===== src/rtl/pcie_pio_rx_engine_if.sv =====
// TRN receive-side bus between the PCIe core (master) and the PIO receive engine (slave).
interface pcie_pio_rx_engine_if;
  logic        trn_lnk_up_n;
  logic        trn_rsof_n;
  logic        trn_reof_n;
  logic [63:0] trn_rd;
  logic        trn_rrem_n;
  logic        trn_rsrc_rdy_n;
  logic        trn_rsrc_dsc_n;
  logic [6:0]  trn_rbar_hit_n;
  logic        trn_rdst_rdy_n;

  modport master (
    output trn_lnk_up_n, trn_rsof_n, trn_reof_n, trn_rd, trn_rrem_n,
           trn_rsrc_rdy_n, trn_rsrc_dsc_n, trn_rbar_hit_n,
    input  trn_rdst_rdy_n
  );

  modport slave (
    input  trn_lnk_up_n, trn_rsof_n, trn_reof_n, trn_rd, trn_rrem_n,
           trn_rsrc_rdy_n, trn_rsrc_dsc_n, trn_rbar_hit_n,
    output trn_rdst_rdy_n
  );
endinterface


===== src/rtl/pcie_pio_rx_engine.sv =====
// PIO receive engine: turns single-DW BAR0 MRd/MWr TLPs into register write strobes
// and held completion requests; every other TLP is swallowed and counted.
module pcie_pio_rx_engine #(
  parameter int ADDR_W = 10
) (
  input  logic                trn_clk,
  input  logic                trn_reset_n,
  pcie_pio_rx_engine_if.slave rx,
  output logic                wr_en,
  output logic [ADDR_W-1:0]   wr_addr,
  output logic [31:0]         wr_data,
  output logic [3:0]          wr_be,
  output logic                rd_req_valid,
  input  logic                rd_req_ready,
  output logic [ADDR_W-1:0]   rd_addr,
  output logic [15:0]         rd_req_id,
  output logic [7:0]          rd_tag,
  output logic [2:0]          rd_tc,
  output logic [1:0]          rd_attr,
  output logic [6:0]          rd_lower_addr,
  output logic [3:0]          rd_be,
  output logic [15:0]         drop_cnt
);

  typedef enum logic [2:0] {IDLE, HDR2, WR_DATA, RD_WAIT, DISCARD} state_t;

  state_t              state;
  logic                rdst_rdy_n_reg;
  logic                hdr_wr;
  logic                hdr_4dw;
  logic [3:0]          hdr_be;
  logic [15:0]         hdr_req_id;
  logic [7:0]          hdr_tag;
  logic [2:0]          hdr_tc;
  logic [1:0]          hdr_attr;
  logic [ADDR_W-1:0]   hdr_addr;

  logic                beat, sof, eof, dsc;
  logic [7:0]          fmt_type;
  logic                fmt_ok, supported;
  logic [ADDR_W-1:0]   addr_hi_dw;
  logic [ADDR_W-1:0]   addr_lo_dw;
  logic                unused_bits;

  assign beat       = !rx.trn_rsrc_rdy_n && !rdst_rdy_n_reg;
  assign sof        = !rx.trn_rsof_n;
  assign eof        = !rx.trn_reof_n;
  assign dsc        = !rx.trn_rsrc_dsc_n;
  assign fmt_type   = rx.trn_rd[63:56];
  assign fmt_ok     = (fmt_type == 8'h00) || (fmt_type == 8'h20) ||
                      (fmt_type == 8'h40) || (fmt_type == 8'h60);
  // EP poisons writes only; a poisoned read is still answered.
  assign supported  = fmt_ok && (rx.trn_rd[41:32] == 10'd1) && !rx.trn_rbar_hit_n[0] &&
                      !(fmt_type[6] && rx.trn_rd[46]);
  assign addr_hi_dw = rx.trn_rd[ADDR_W+33:34];
  assign addr_lo_dw = rx.trn_rd[ADDR_W+1:2];
  assign unused_bits = ^{rx.trn_rrem_n, rx.trn_rbar_hit_n, rx.trn_rd};

  assign rx.trn_rdst_rdy_n = rdst_rdy_n_reg;

  function automatic logic [31:0] swap32(input logic [31:0] d);
    return {d[7:0], d[15:8], d[23:16], d[31:24]};
  endfunction

  function automatic logic [6:0] lower_addr(input logic [4:0] a, input logic [3:0] be);
    logic [1:0] off;
    casez (be)
      4'b???1: off = 2'd0;
      4'b??10: off = 2'd1;
      4'b?100: off = 2'd2;
      4'b1000: off = 2'd3;
      default: off = 2'd0;
    endcase
    return {a, off};
  endfunction

  function automatic logic [15:0] sat_inc(input logic [15:0] c);
    return (c == 16'hFFFF) ? c : c + 16'd1;
  endfunction

  always_ff @(posedge trn_clk or negedge trn_reset_n) begin
    if (!trn_reset_n) begin
      state          <= IDLE;
      rdst_rdy_n_reg <= 1'b1;
      hdr_wr         <= 1'b0;
      hdr_4dw        <= 1'b0;
      hdr_be         <= '0;
      hdr_req_id     <= '0;
      hdr_tag        <= '0;
      hdr_tc         <= '0;
      hdr_attr       <= '0;
      hdr_addr       <= '0;
      wr_en          <= 1'b0;
      wr_addr        <= '0;
      wr_data        <= '0;
      wr_be          <= '0;
      rd_req_valid   <= 1'b0;
      rd_addr        <= '0;
      rd_req_id      <= '0;
      rd_tag         <= '0;
      rd_tc          <= '0;
      rd_attr        <= '0;
      rd_lower_addr  <= '0;
      rd_be          <= '0;
      drop_cnt       <= '0;
    end else begin
      wr_en <= 1'b0;
      if (rx.trn_lnk_up_n) begin
        state          <= IDLE;
        rd_req_valid   <= 1'b0;
        rdst_rdy_n_reg <= 1'b1;
      end else begin
        rdst_rdy_n_reg <= 1'b0;
        case (state)
          IDLE: if (beat) begin
            if (dsc) begin
              drop_cnt <= sat_inc(drop_cnt);
            end else if (sof && supported && !eof) begin
              state      <= HDR2;
              hdr_wr     <= fmt_type[6];
              hdr_4dw    <= fmt_type[5];
              hdr_tc     <= rx.trn_rd[54:52];
              hdr_attr   <= rx.trn_rd[45:44];
              hdr_req_id <= rx.trn_rd[31:16];
              hdr_tag    <= rx.trn_rd[15:8];
              hdr_be     <= rx.trn_rd[3:0];
            end else if (eof) begin
              drop_cnt <= sat_inc(drop_cnt);
            end else begin
              state <= DISCARD;
            end
          end

          HDR2: if (beat) begin
            if (dsc || (sof && eof) || (hdr_wr && hdr_4dw && eof)) begin
              state    <= IDLE;
              drop_cnt <= sat_inc(drop_cnt);
            end else if (sof || (!eof && !(hdr_wr && hdr_4dw))) begin
              state <= DISCARD;
            end else if (hdr_wr && hdr_4dw) begin
              hdr_addr <= addr_lo_dw;
              state    <= WR_DATA;
            end else if (hdr_wr) begin
              wr_en   <= 1'b1;
              wr_addr <= addr_hi_dw;
              wr_data <= swap32(rx.trn_rd[31:0]);
              wr_be   <= hdr_be;
              state   <= IDLE;
            end else begin
              // Ready drops at this edge so the beat after EOF is never taken.
              state          <= RD_WAIT;
              rdst_rdy_n_reg <= 1'b1;
              rd_req_valid   <= 1'b1;
              rd_addr        <= hdr_4dw ? addr_lo_dw : addr_hi_dw;
              rd_lower_addr  <= lower_addr(hdr_4dw ? rx.trn_rd[6:2] : rx.trn_rd[38:34], hdr_be);
              rd_req_id      <= hdr_req_id;
              rd_tag         <= hdr_tag;
              rd_tc          <= hdr_tc;
              rd_attr        <= hdr_attr;
              rd_be          <= hdr_be;
            end
          end

          WR_DATA: if (beat) begin
            if (dsc || (sof && eof)) begin
              state    <= IDLE;
              drop_cnt <= sat_inc(drop_cnt);
            end else if (sof || !eof) begin
              state <= DISCARD;
            end else begin
              wr_en   <= 1'b1;
              wr_addr <= hdr_addr;
              wr_data <= swap32(rx.trn_rd[63:32]);
              wr_be   <= hdr_be;
              state   <= IDLE;
            end
          end

          RD_WAIT: begin
            if (rd_req_ready) begin
              rd_req_valid <= 1'b0;
              state        <= IDLE;
            end else begin
              rdst_rdy_n_reg <= 1'b1;
            end
          end

          DISCARD: if (beat && (eof || dsc)) begin
            state    <= IDLE;
            drop_cnt <= sat_inc(drop_cnt);
          end

          default: state <= IDLE;
        endcase
      end
    end
  end

endmodule


===== src/flat_wrapper.sv =====
// flat-port wrapper written by rule: the top's interface ports become plain ports
module pcie_pio_rx_engine_flat 
#(
  parameter int ADDR_W = 10
)
  (trn_clk, trn_reset_n, wr_en, wr_addr, wr_data, wr_be, rd_req_valid, rd_req_ready, rd_addr, rd_req_id, rd_tag, rd_tc, rd_attr, rd_lower_addr, rd_be, drop_cnt, rx_trn_lnk_up_n, rx_trn_rsof_n, rx_trn_reof_n, rx_trn_rd, rx_trn_rrem_n, rx_trn_rsrc_rdy_n, rx_trn_rsrc_dsc_n, rx_trn_rbar_hit_n, rx_trn_rdst_rdy_n);
  pcie_pio_rx_engine_if rx_i ();
  input  logic trn_clk;
  input  logic trn_reset_n;
  output logic wr_en;
  output logic [ADDR_W-1:0] wr_addr;
  output logic [31:0] wr_data;
  output logic [3:0] wr_be;
  output logic rd_req_valid;
  input  logic rd_req_ready;
  output logic [ADDR_W-1:0] rd_addr;
  output logic [15:0] rd_req_id;
  output logic [7:0] rd_tag;
  output logic [2:0] rd_tc;
  output logic [1:0] rd_attr;
  output logic [6:0] rd_lower_addr;
  output logic [3:0] rd_be;
  output logic [15:0] drop_cnt;
  input wire logic [$bits(rx_i.trn_lnk_up_n)-1:0] rx_trn_lnk_up_n;
  input wire logic [$bits(rx_i.trn_rsof_n)-1:0] rx_trn_rsof_n;
  input wire logic [$bits(rx_i.trn_reof_n)-1:0] rx_trn_reof_n;
  input wire logic [$bits(rx_i.trn_rd)-1:0] rx_trn_rd;
  input wire logic [$bits(rx_i.trn_rrem_n)-1:0] rx_trn_rrem_n;
  input wire logic [$bits(rx_i.trn_rsrc_rdy_n)-1:0] rx_trn_rsrc_rdy_n;
  input wire logic [$bits(rx_i.trn_rsrc_dsc_n)-1:0] rx_trn_rsrc_dsc_n;
  input wire logic [$bits(rx_i.trn_rbar_hit_n)-1:0] rx_trn_rbar_hit_n;
  output wire logic [$bits(rx_i.trn_rdst_rdy_n)-1:0] rx_trn_rdst_rdy_n;
  assign rx_i.trn_lnk_up_n = rx_trn_lnk_up_n;
  assign rx_i.trn_rsof_n = rx_trn_rsof_n;
  assign rx_i.trn_reof_n = rx_trn_reof_n;
  assign rx_i.trn_rd = rx_trn_rd;
  assign rx_i.trn_rrem_n = rx_trn_rrem_n;
  assign rx_i.trn_rsrc_rdy_n = rx_trn_rsrc_rdy_n;
  assign rx_i.trn_rsrc_dsc_n = rx_trn_rsrc_dsc_n;
  assign rx_i.trn_rbar_hit_n = rx_trn_rbar_hit_n;
  assign rx_trn_rdst_rdy_n = rx_i.trn_rdst_rdy_n;
  pcie_pio_rx_engine #(.ADDR_W(ADDR_W)) u_core (.trn_clk(trn_clk), .trn_reset_n(trn_reset_n), .rx(rx_i), .wr_en(wr_en), .wr_addr(wr_addr), .wr_data(wr_data), .wr_be(wr_be), .rd_req_valid(rd_req_valid), .rd_req_ready(rd_req_ready), .rd_addr(rd_addr), .rd_req_id(rd_req_id), .rd_tag(rd_tag), .rd_tc(rd_tc), .rd_attr(rd_attr), .rd_lower_addr(rd_lower_addr), .rd_be(rd_be), .drop_cnt(drop_cnt));
endmodule

===== config.mk =====
export PLATFORM = sky130hd
export DESIGN_NAME = pcie_pio_rx_engine_flat
export DESIGN_NICKNAME = d
export VERILOG_FILES = /design/src/rtl/pcie_pio_rx_engine_if.sv /design/src/rtl/pcie_pio_rx_engine.sv /design/src/flat_wrapper.sv
export SDC_FILE = /design/constraint.sdc
export NUM_CORES = 1
export LEC_CHECK = 0
export CELL_PAD_IN_SITES_DETAIL_PLACEMENT = 1
export CELL_PAD_IN_SITES_GLOBAL_PLACEMENT = 2
export CORE_MARGIN = 8
export CORE_UTILIZATION = 31
export CTS_CLUSTER_DIAMETER = 80
export DETAILED_ROUTE_END_ITERATION = 6
export GPL_TIMING_DRIVEN = 0
export PLACE_DENSITY = 0.82
export SLEW_MARGIN = 15
export SYNTH_ARGS = -nofsm -noshare
export SYNTH_HDL_FRONTEND = slang
export SYNTH_SLANG_ARGS = --single-unit

===== constraint.sdc =====
create_clock -name trn_clk -period 2.25 [get_ports trn_clk]
set_input_delay 0.3375 -clock trn_clk [delete_from_list [all_inputs] [get_ports trn_clk]]
set_output_delay 0.3375 -clock trn_clk [all_outputs]
set_load 0.03 [all_outputs]

==> results of run 1 <==
## per-layer routing
layer  wire, um  share of wire (%)  vias to the layer above  GRT usage (%)
li1           -                  -                     2415              -
met1      10000                 42                     2747           21.2
met2      11500                 49                      168           28.0
met3       1560                6.6                       28           5.72
met4        474                2.0                        0           5.17
met5          0                  0                        -              0
## repair_timing
action                                 in CTS  in global routing
pin swaps                                   2                  5
setup buffers                               1                  1
setup endpoints to repair                 115                100
gates resized for setup                    18                 16
hold buffers                                1                  0
endpoints found under the hold margin      82                  0
gates cloned                                0                  0
## area by class of cell
| type | instances | area share (%) |
|---|---|---|
| flip-flops and latches | 158 | 39.4 |
| multi-input cells | 367 | 29.1 |
| repair buffers | 189 | 18.9 |
| clock buffers | 17 | 4.24 |
| well taps | 285 | 3.55 |
| plain buffers | 38 | 2.82 |
| clock inverters | 13 | 1.83 |
| inverters | 3 | 0.112 |
## worst register-to-register path, stage by stage, from the launching register on
cell     delay, ns
dfrtp_1       0.40
buf_2         0.18
or2_4         0.27
nor2_2        0.40
buf_4         0.33
mux2i_1       0.28
o21ai_0       0.13
## sequential cells by signal, indices dropped and copies added, names as in the netlist
name,count
u_core.hdr_4dw,1
u_core.rd_attr,2
u_core.rd_lower_addr,6
u_core.rd_tag,8
u_core.hdr_be,4
u_core.rd_tc,3
u_core.state,3
u_core.rd_req_valid,1
u_core.hdr_addr,10
u_core.hdr_req_id,16
u_core.wr_addr,10
u_core.rx.trn_rdst_rdy_n,1
u_core.drop_cnt,16
u_core.wr_be,4
u_core.rd_addr,6
u_core.hdr_attr,2
u_core.hdr_wr,1
u_core.wr_data,32
u_core.wr_en,1
u_core.hdr_tag,8
u_core.rd_req_id,16
u_core.rd_be,4
u_core.hdr_tc,3
## power breakdown
| part | switching [uW] | internal, uW |
|---|---|---|
| combinational | 303 | 258 |
| clock | 1260 | 1770 |
| sequential | 52.1 | 2880 |
## cells by family after synthesis
family / count (synthesis) / synth area share (%)
DFF: 158 / 55.9
buffers and inverters: 41 / 3.84
xor gates and xnor gates: 14 / 1.73
AOI/OAI and AO/OA: 77 / 6.00
muxes: 136 / 22.3
and+or+nand+nor: 139 / 10.0
adders and majority gates: 1 / 0.177
## final timing paths
path	startpoint	to	cells past startpoint
hold reg to reg	u_core.rd_lower_addr[0]	u_core.rd_lower_addr[0]	2
max in group asynchronous	trn_reset_n	u_core.rd_addr[4]	3
setup reg to reg	u_core.state[0]	u_core.wr_data[27]	6
setup / recovery	rx_trn_rd[59]	u_core.hdr_tag[2]	8
min in group asynchronous	trn_reset_n	u_core.rd_req_id[3]	2
hold / removal	rx_trn_reof_n	u_core.state[2]	3
## cells in the final DEF (no fill, tap or decap), types with 2 or more instances in the layout
master           count
nor4_1               2
mux2_1               2
xnor2_1             14
nor2_1               8
clkbuf_16           17
and2_1               3
nor4_4               3
buf_6                3
nor3_1               2
inv_8                2
nand2b_1             4
nand4_1              7
nand3_1             16
clkbuf_2             9
mux2i_1             53
a31oi_1              2
nand2_1             66
mux2_4              30
mux2_2              51
bufinv_16            3
buf_4               11
dlygate4sd2_1        4
clkinvlp_4           2
buf_12               4
inv_6                3
dfrtp_1            157
clkbuf_1             9
o21ai_0             60
inv_1                3
a21oi_1              6
and3_1               8
clkdlybuf4s50_1    179
buf_2                4
nand4b_1             3
## per-stage QoR
step | instances | hold WS [ns] | utilization (%) | instance area, um^2
6_report | 1070 | 0.298 | 44.6 | 10000
5_1_grt | 1070 | 0.327 | 44.6 | 10000
4_1_cts | 1069 | 0.270 | 44.3 | 9980
3_5_place_dp | 1037 | 0.395 | 41.4 | 9320
3_3_place_gp | 1036 | 0.467 | 41.3 | 9280
2_1_floorplan | 566 | 0.0419 | - | 7070
==> summary.md, run 1 <==
| Metric | Value |
|---|---|
| Final setup TNS | `0 ns` |
| Post-Syn Area | `7070 um^2` |
| Data required time of the critical path | `2.55 ns` |
| WP buf/inv | `3` |
| Critical Path Sink Type | `register` |
| Vias in the first global route | `6015` |
| Most frequent cells after synthesis | `dfrtp_1, nand2_1, o21ai_0` |
| Synth Flop Type | `dfrtp_1` |
| 1st-pass router iterations | `4` |
| Hold Crit Class | `input pin to register` |
| ANT cells | `0` |
| Pre-CTS setup slack | `-0.878 ns` |
| DR vias | `5358` |
| Slowest stage cell, crit path | `clkdlybuf4s50_1` |
| Mapped Cells | `566` |
| Crit-path cells | `clkdlybuf4s50_1 > nor3_2 > nand4_1 > nor4_4 > and3_4 > buf_12 > buf_12 > mux2_4` |
| Grt total ovfl | `0` |
| # H-tree levels | `4` |
| Worst path arrival time | `2.50 ns` |
| Fraction of registers with async set/reset | `100%` |
| Initial core utilization | `31.4%` |
| Die Y | `167 um` |
| Design Power | `6520 uW` |
| Number of core rows | `55` |
| Leak | `0.00432 uW` |
| Layout Skew | `0.0122 ns` |
| Largest area contributor in the netlist | `dfrtp_1` |
| Max Buffers Root-to-Sink | `2` |
| Most numerous cell on the critical path | `buf_12` |
| Post-synth cell types | `50` |
| Slew Viols, Final | `0` |
| DR DRC count | `0` |
| Tot GR Track Use | `17.2%` |
| Post-DRT Antenna Nets | `0` |
| Starting DRT DRC Count | `256` |
| Layout cells sized above 1 | `20.8%` |
| CTS tree | `yes` |
| Final Wtd Congestion | `0.828` |
| Reg clk slew, reported paths | `0.07 ns` |
| Syn_area_per_cell | `12.5 um^2` |
| Die boundary width | `167 um` |
| CP Max Fanout | `10` |
| Max Clock Freq | `0.455 GHz` |
| Slew HR | `44.7%` |
| Detailed placement HPWL | `17300 um` |
| Final wirelength | `23500 um` |
| Final Hold Fails | `0` |
| CTS sink count | `158` |
| Syn-to-layout area delta | `41.9%` |
| Setup crit start kind | `input pin` |
| Sequential cell area | `3960 um^2` |
| Worst-Margin Slew | `0.829 ns` |
| Area contributors post-synth | `dfrtp_1, mux2_2, mux2i_1, mux2_4, o21ai_0` |
| Reg2Reg Setup Slack | `0.12 ns` |
| CTS buffer count | `17` |
| CP Class | `input pin to register` |
| Clock root buffer | `clkbuf_16` |
| First-pass GRT wire length | `37100 um` |
| Clk_lat worst skew | `0.42 ns` |
| Synthesized flop and latch total | `158` |
| Status | `finished clean` |
| Ys Warns | `0` |
| Setup ws final | `0.0499 ns` |
| Final Cycle Share | `97.8%` |
| Post-synth EDFFs | `0` |
| Die footprint | `27900 um^2` |
| Worst vdd ir | `0.000586 V` |
| Minimum clock period | `2.20 ns` |
| Top Family by Delay on Critical Path | `simple AND/OR/NAND/NOR gates` |
| Synthesized net count | `647` |
| IO Pins | `195` |
| Largest net degree at the start of global routing | `85` |
| Post-synthesis sequential area ratio | `55.9%` |
| Port-buffer cells | `185` |
| Max Cap Violations | `0` |
| CP peak stage delay | `0.47 ns` |
| Share of the synthesized area in the top cell type | `55.5%` |
| Setup violations, final | `0` |
| NumNets Final | `855` |
| Initial antenna violation count | `0` |
| Fillers | `2322` |
| Core area | `22500 um^2` |
| Post-DR wirelength/cell | `22.0 um` |
| Power Dens Cells | `649 nW/um^2` |
| Vias per inst | `5.01` |
| Cell with the most instances after synthesis | `dfrtp_1` |
| Multi-input logic area | `2930 um^2` |
(Power assumes the default switching activity.)
==> run 2, diff against run 1 <==
--- a/config.mk
+++ b/config.mk
@@ -5,14 +5,16 @@
 export SDC_FILE = /design/constraint.sdc
 export NUM_CORES = 1
 export LEC_CHECK = 0
+export ABC_AREA = 1
 export CELL_PAD_IN_SITES_DETAIL_PLACEMENT = 1
 export CELL_PAD_IN_SITES_GLOBAL_PLACEMENT = 2
 export CORE_MARGIN = 8
-export CORE_UTILIZATION = 31
+export CORE_UTILIZATION = 27
 export CTS_CLUSTER_DIAMETER = 80
 export DETAILED_ROUTE_END_ITERATION = 6
 export GPL_TIMING_DRIVEN = 0
 export PLACE_DENSITY = 0.82
+export SKIP_LAST_GASP = 1
 export SLEW_MARGIN = 15
 export SYNTH_ARGS = -nofsm -noshare
 export SYNTH_HDL_FRONTEND = slang
==> run 2 against run 1 <==
Effect of this change:
- core utilization shrank 6.3 points
- critical path type unchanged
- clock skew about the same
- synthesized area increased by 8.0%
- cell count is 50% higher
- combinational power grew 27%
- highest routed layer is now met5
- flip-flop and latch count unchanged
- first-iteration DRC count rose by 64%
- clock power about the same
- wire length increased by 25%
- design area increased by 6.2%
==> summary.md, run 2 <==
| Metric | Value |
|---|---|
| Die boundary width | `184 um` |
| Vias in the first global route | `7670` |
| Tot GR Track Use | `17.4%` |
| Synth Flop Type | `dfrtp_1` |
| Post-DR wirelength/cell | `18.3 um` |
| Largest reg by FF count | `u_core.wr_data` |
| Setup ws final | `0.166 ns` |
| CP Class | `input pin to register` |
| Pre-CTS setup slack | `-0.353 ns` |
| Area contributors post-synth | `dfrtp_1, nand2_1, nand3_1, o21ai_0, inv_1` |
| Clock root buffer | `clkbuf_16` |
| Final Hold Fails | `0` |
| Port-buffer cells | `187` |
| Largest area contributor in the netlist | `dfrtp_1` |
| Max Cap Violations | `0` |
| Die Y | `184 um` |
| Status | `finished clean` |
| IO Pins | `195` |
| CTS tree | `yes` |
| Part of the power in registers | `44.0%` |
| Net Sw Frac | `28.5%` |
| Placed Instances | `1572` |
| NetSw | `1920 uW` |
| Multi-input logic area | `3090 um^2` |
| Final wirelength | `29400 um` |
| Hold Crit Class | `register to register` |
| Number of core rows | `61` |
| Layout cells sized above 1 | `7.40%` |
| Max reg flops | `32` |
| Core area | `27900 um^2` |
| Synthesized flop and latch total | `158` |
| RSZ-0062 raised after global routing | `no` |
| Worst-Margin Slew | `0.763 ns` |
| First-pass GRT wire length | `45300 um` |
| Clk pwr share | `45.4%` |
| Vias per inst | `4.60` |
| Internal Dissipation | `4800 uW` |
| Minimum clock period | `2.08 ns` |
| Non-filler cells, final | `1609` |
| CTS sink count | `158` |
| Worst vdd ir | `0.000382 V` |
| Clk_lat worst skew | `0.44 ns` |
| Die footprint | `33900 um^2` |
| Sequential cell area | `3960 um^2` |
| Post-synth cell types | `28` |
| Initial antenna violation count | `5` |
| Max Buffers Root-to-Sink | `2` |
| Setup violations, final | `0` |
| Slew Viols, Final | `0` |
| Critical Path Sink Type | `register` |
| Initial core utilization | `27.4%` |
| Fin area | `10700 um^2` |
| Setup crit start kind | `input pin` |
| Fillers | `3370` |
| Final Wtd Congestion | `0.798` |
| Starting DRT DRC Count | `421` |
| Commonest non-fill, non-tap cell in the layout | `nand2_1` |
| Synthesized net count | `1087` |
| Final hold slack | `0.470 ns` |
| Grt total ovfl | `0` |
| DR vias | `7397` |
| Mapped Cells | `1006` |
| Largest net degree at the start of global routing | `97` |
| DR DRC count | `0` |
| Detailed placement HPWL | `22400 um` |
| CTS buffer count | `17` |
| Post-DRT Antenna Nets | `0` |
| Comb pwr share | `10.6%` |
| Reg clk slew, reported paths | `0.07 ns` |
| Layout Skew | `0.0122 ns` |
| Placed instance area | `10000 um^2` |
| # H-tree levels | `4` |
| Worst path arrival time | `2.42 ns` |
| Commonest cells after routing, fill and taps aside | `nand2_1, clkdlybuf4s50_1, dfrtp_1, nand3_1, o21ai_0` |
| 1st-pass router iterations | `4` |
| Data required time of the critical path | `2.59 ns` |
| Post-synth EDFFs | `0` |
| Most frequent cells after synthesis | `nand2_1, dfrtp_1, nand3_1` |
| Post-synthesis sequential area ratio | `51.8%` |
| Leak | `0.00512 uW` |
| Syn-to-layout area delta | `39.5%` |
| Fraction of registers with async set/reset | `100%` |
| Final Cycle Share | `92.6%` |
| Cell with the most instances after synthesis | `nand2_1` |
| Max Clock Freq | `0.480 GHz` |
| Syn_area_per_cell | `7.60 um^2` |
| Post-Syn Area | `7640 um^2` |
| Share of the synthesized area in the top cell type | `51.4%` |
| NumNets Final | `1297` |
| Slew HR | `49.2%` |
| Power Dens Cells | `630 nW/um^2` |
| CP Max Fanout | `10` |
| Ys Warns | `0` |
[run 2: cell types whose count changed after synthesis, moves of 29 or more]
cell / previous run / this run
mux2i_1: 53 / 0
nand2_1: 66 / 424
inv_1: 3 / 77
nand3_1: 17 / 121
nor2_1: 9 / 38
mux2_4: 30 / 0
o21ai_0: 60 / 90
mux2_2: 51 / 0
[run 2: final cells by class]
class	instances	area share, %
Buffer	53	2.76
Antenna cell	2	0.0469
Timing Repair Buffer	191	18.1
Tap cell	378	4.44
Inverter	82	2.91
Multi-Input combinational cell	713	29.0
Clock inverter	14	1.58
Sequential cell	158	37.1
Clock buffer	18	4.12
[run 2: per-stage QoR]
stage | setup TNS, ns | utilization [%] | power [uW]
floorplan | 0 | - | 3310
global placement | -986.29 | 35.9 | 3710
detailed placement | -21.68 | 36.0 | 3730
CTS | 0 | 38.2 | 6790
global route | 0 | 38.3 | 6960
finish | 0 | 38.3 | 6720
[run 2: power groups by stage]
stage | combinational, uW | clock, uW | sequential, uW
final | 713 | 3050 | 2960
after global routing | 775 | 3220 | 2960
after CTS | 724 | 3110 | 2960
after detailed placement | 717 | 0 | 3010
after global placement | 700 | 0 | 3010
after floorplan | 219 | 0 | 3090
[run 2: critical path, cell delays in order]
cell             delay (ns)
clkdlybuf4s50_1        0.57
nand2_1                0.15
nand2_1                0.10
o21ai_0                0.12
nor2_1                 0.21
nand3_2                0.29
clkbuf_1               0.36
o21ai_0                0.28
[run 2: worst paths after layout]
kind,from,end,slack (ns),cells after the start
hold reg to reg,u_core.hdr_req_id[11],u_core.hdr_req_id[11],0.47,2
setup reg to reg,u_core.hdr_4dw,u_core.rd_req_id[15],0.17,6
setup / recovery,rx_trn_reof_n,u_core.rd_req_id[15],0.17,8
max in group asynchronous,trn_reset_n,u_core.rd_addr[9],0.90,3
hold / removal,u_core.hdr_req_id[11],u_core.hdr_req_id[11],0.47,2
min in group asynchronous,trn_reset_n,u_core.drop_cnt[3],0.54,2
[run 2: repair_timing]
item | CTS | global route
gates resized for setup | 0 | 6
endpoints found under the hold margin | 91 | 0
hold buffers | 1 | 0
setup endpoints to repair | 0 | 27
buffers inserted | 0 | 2
[run 2: per-layer routing]
layer / routed length, um / part of all wire, % / up-vias / track usage [%]
li1: - / - / 3587 / -
met5: 41 / 0.14 / - / 0
met3: 1490 / 5.1 / 40 / 3.64
met1: 13700 / 47 / 3588 / 23.2
met4: 758 / 2.6 / 6 / 6.36
met2: 13400 / 45 / 176 / 27.7
[run 2: logic make-up (layout without fill, tap and decap cells)]
group,count (synthesis),after routing,share of synthesized area [%]
simple gates,609,609,33.0
xor+xnor,7,7,0.802
other cells,0,2,0
buf+inv,135,358,7.86
compound gates,96,96,6.38
flops,158,158,51.8
fa+ha+maj,1,1,0.164
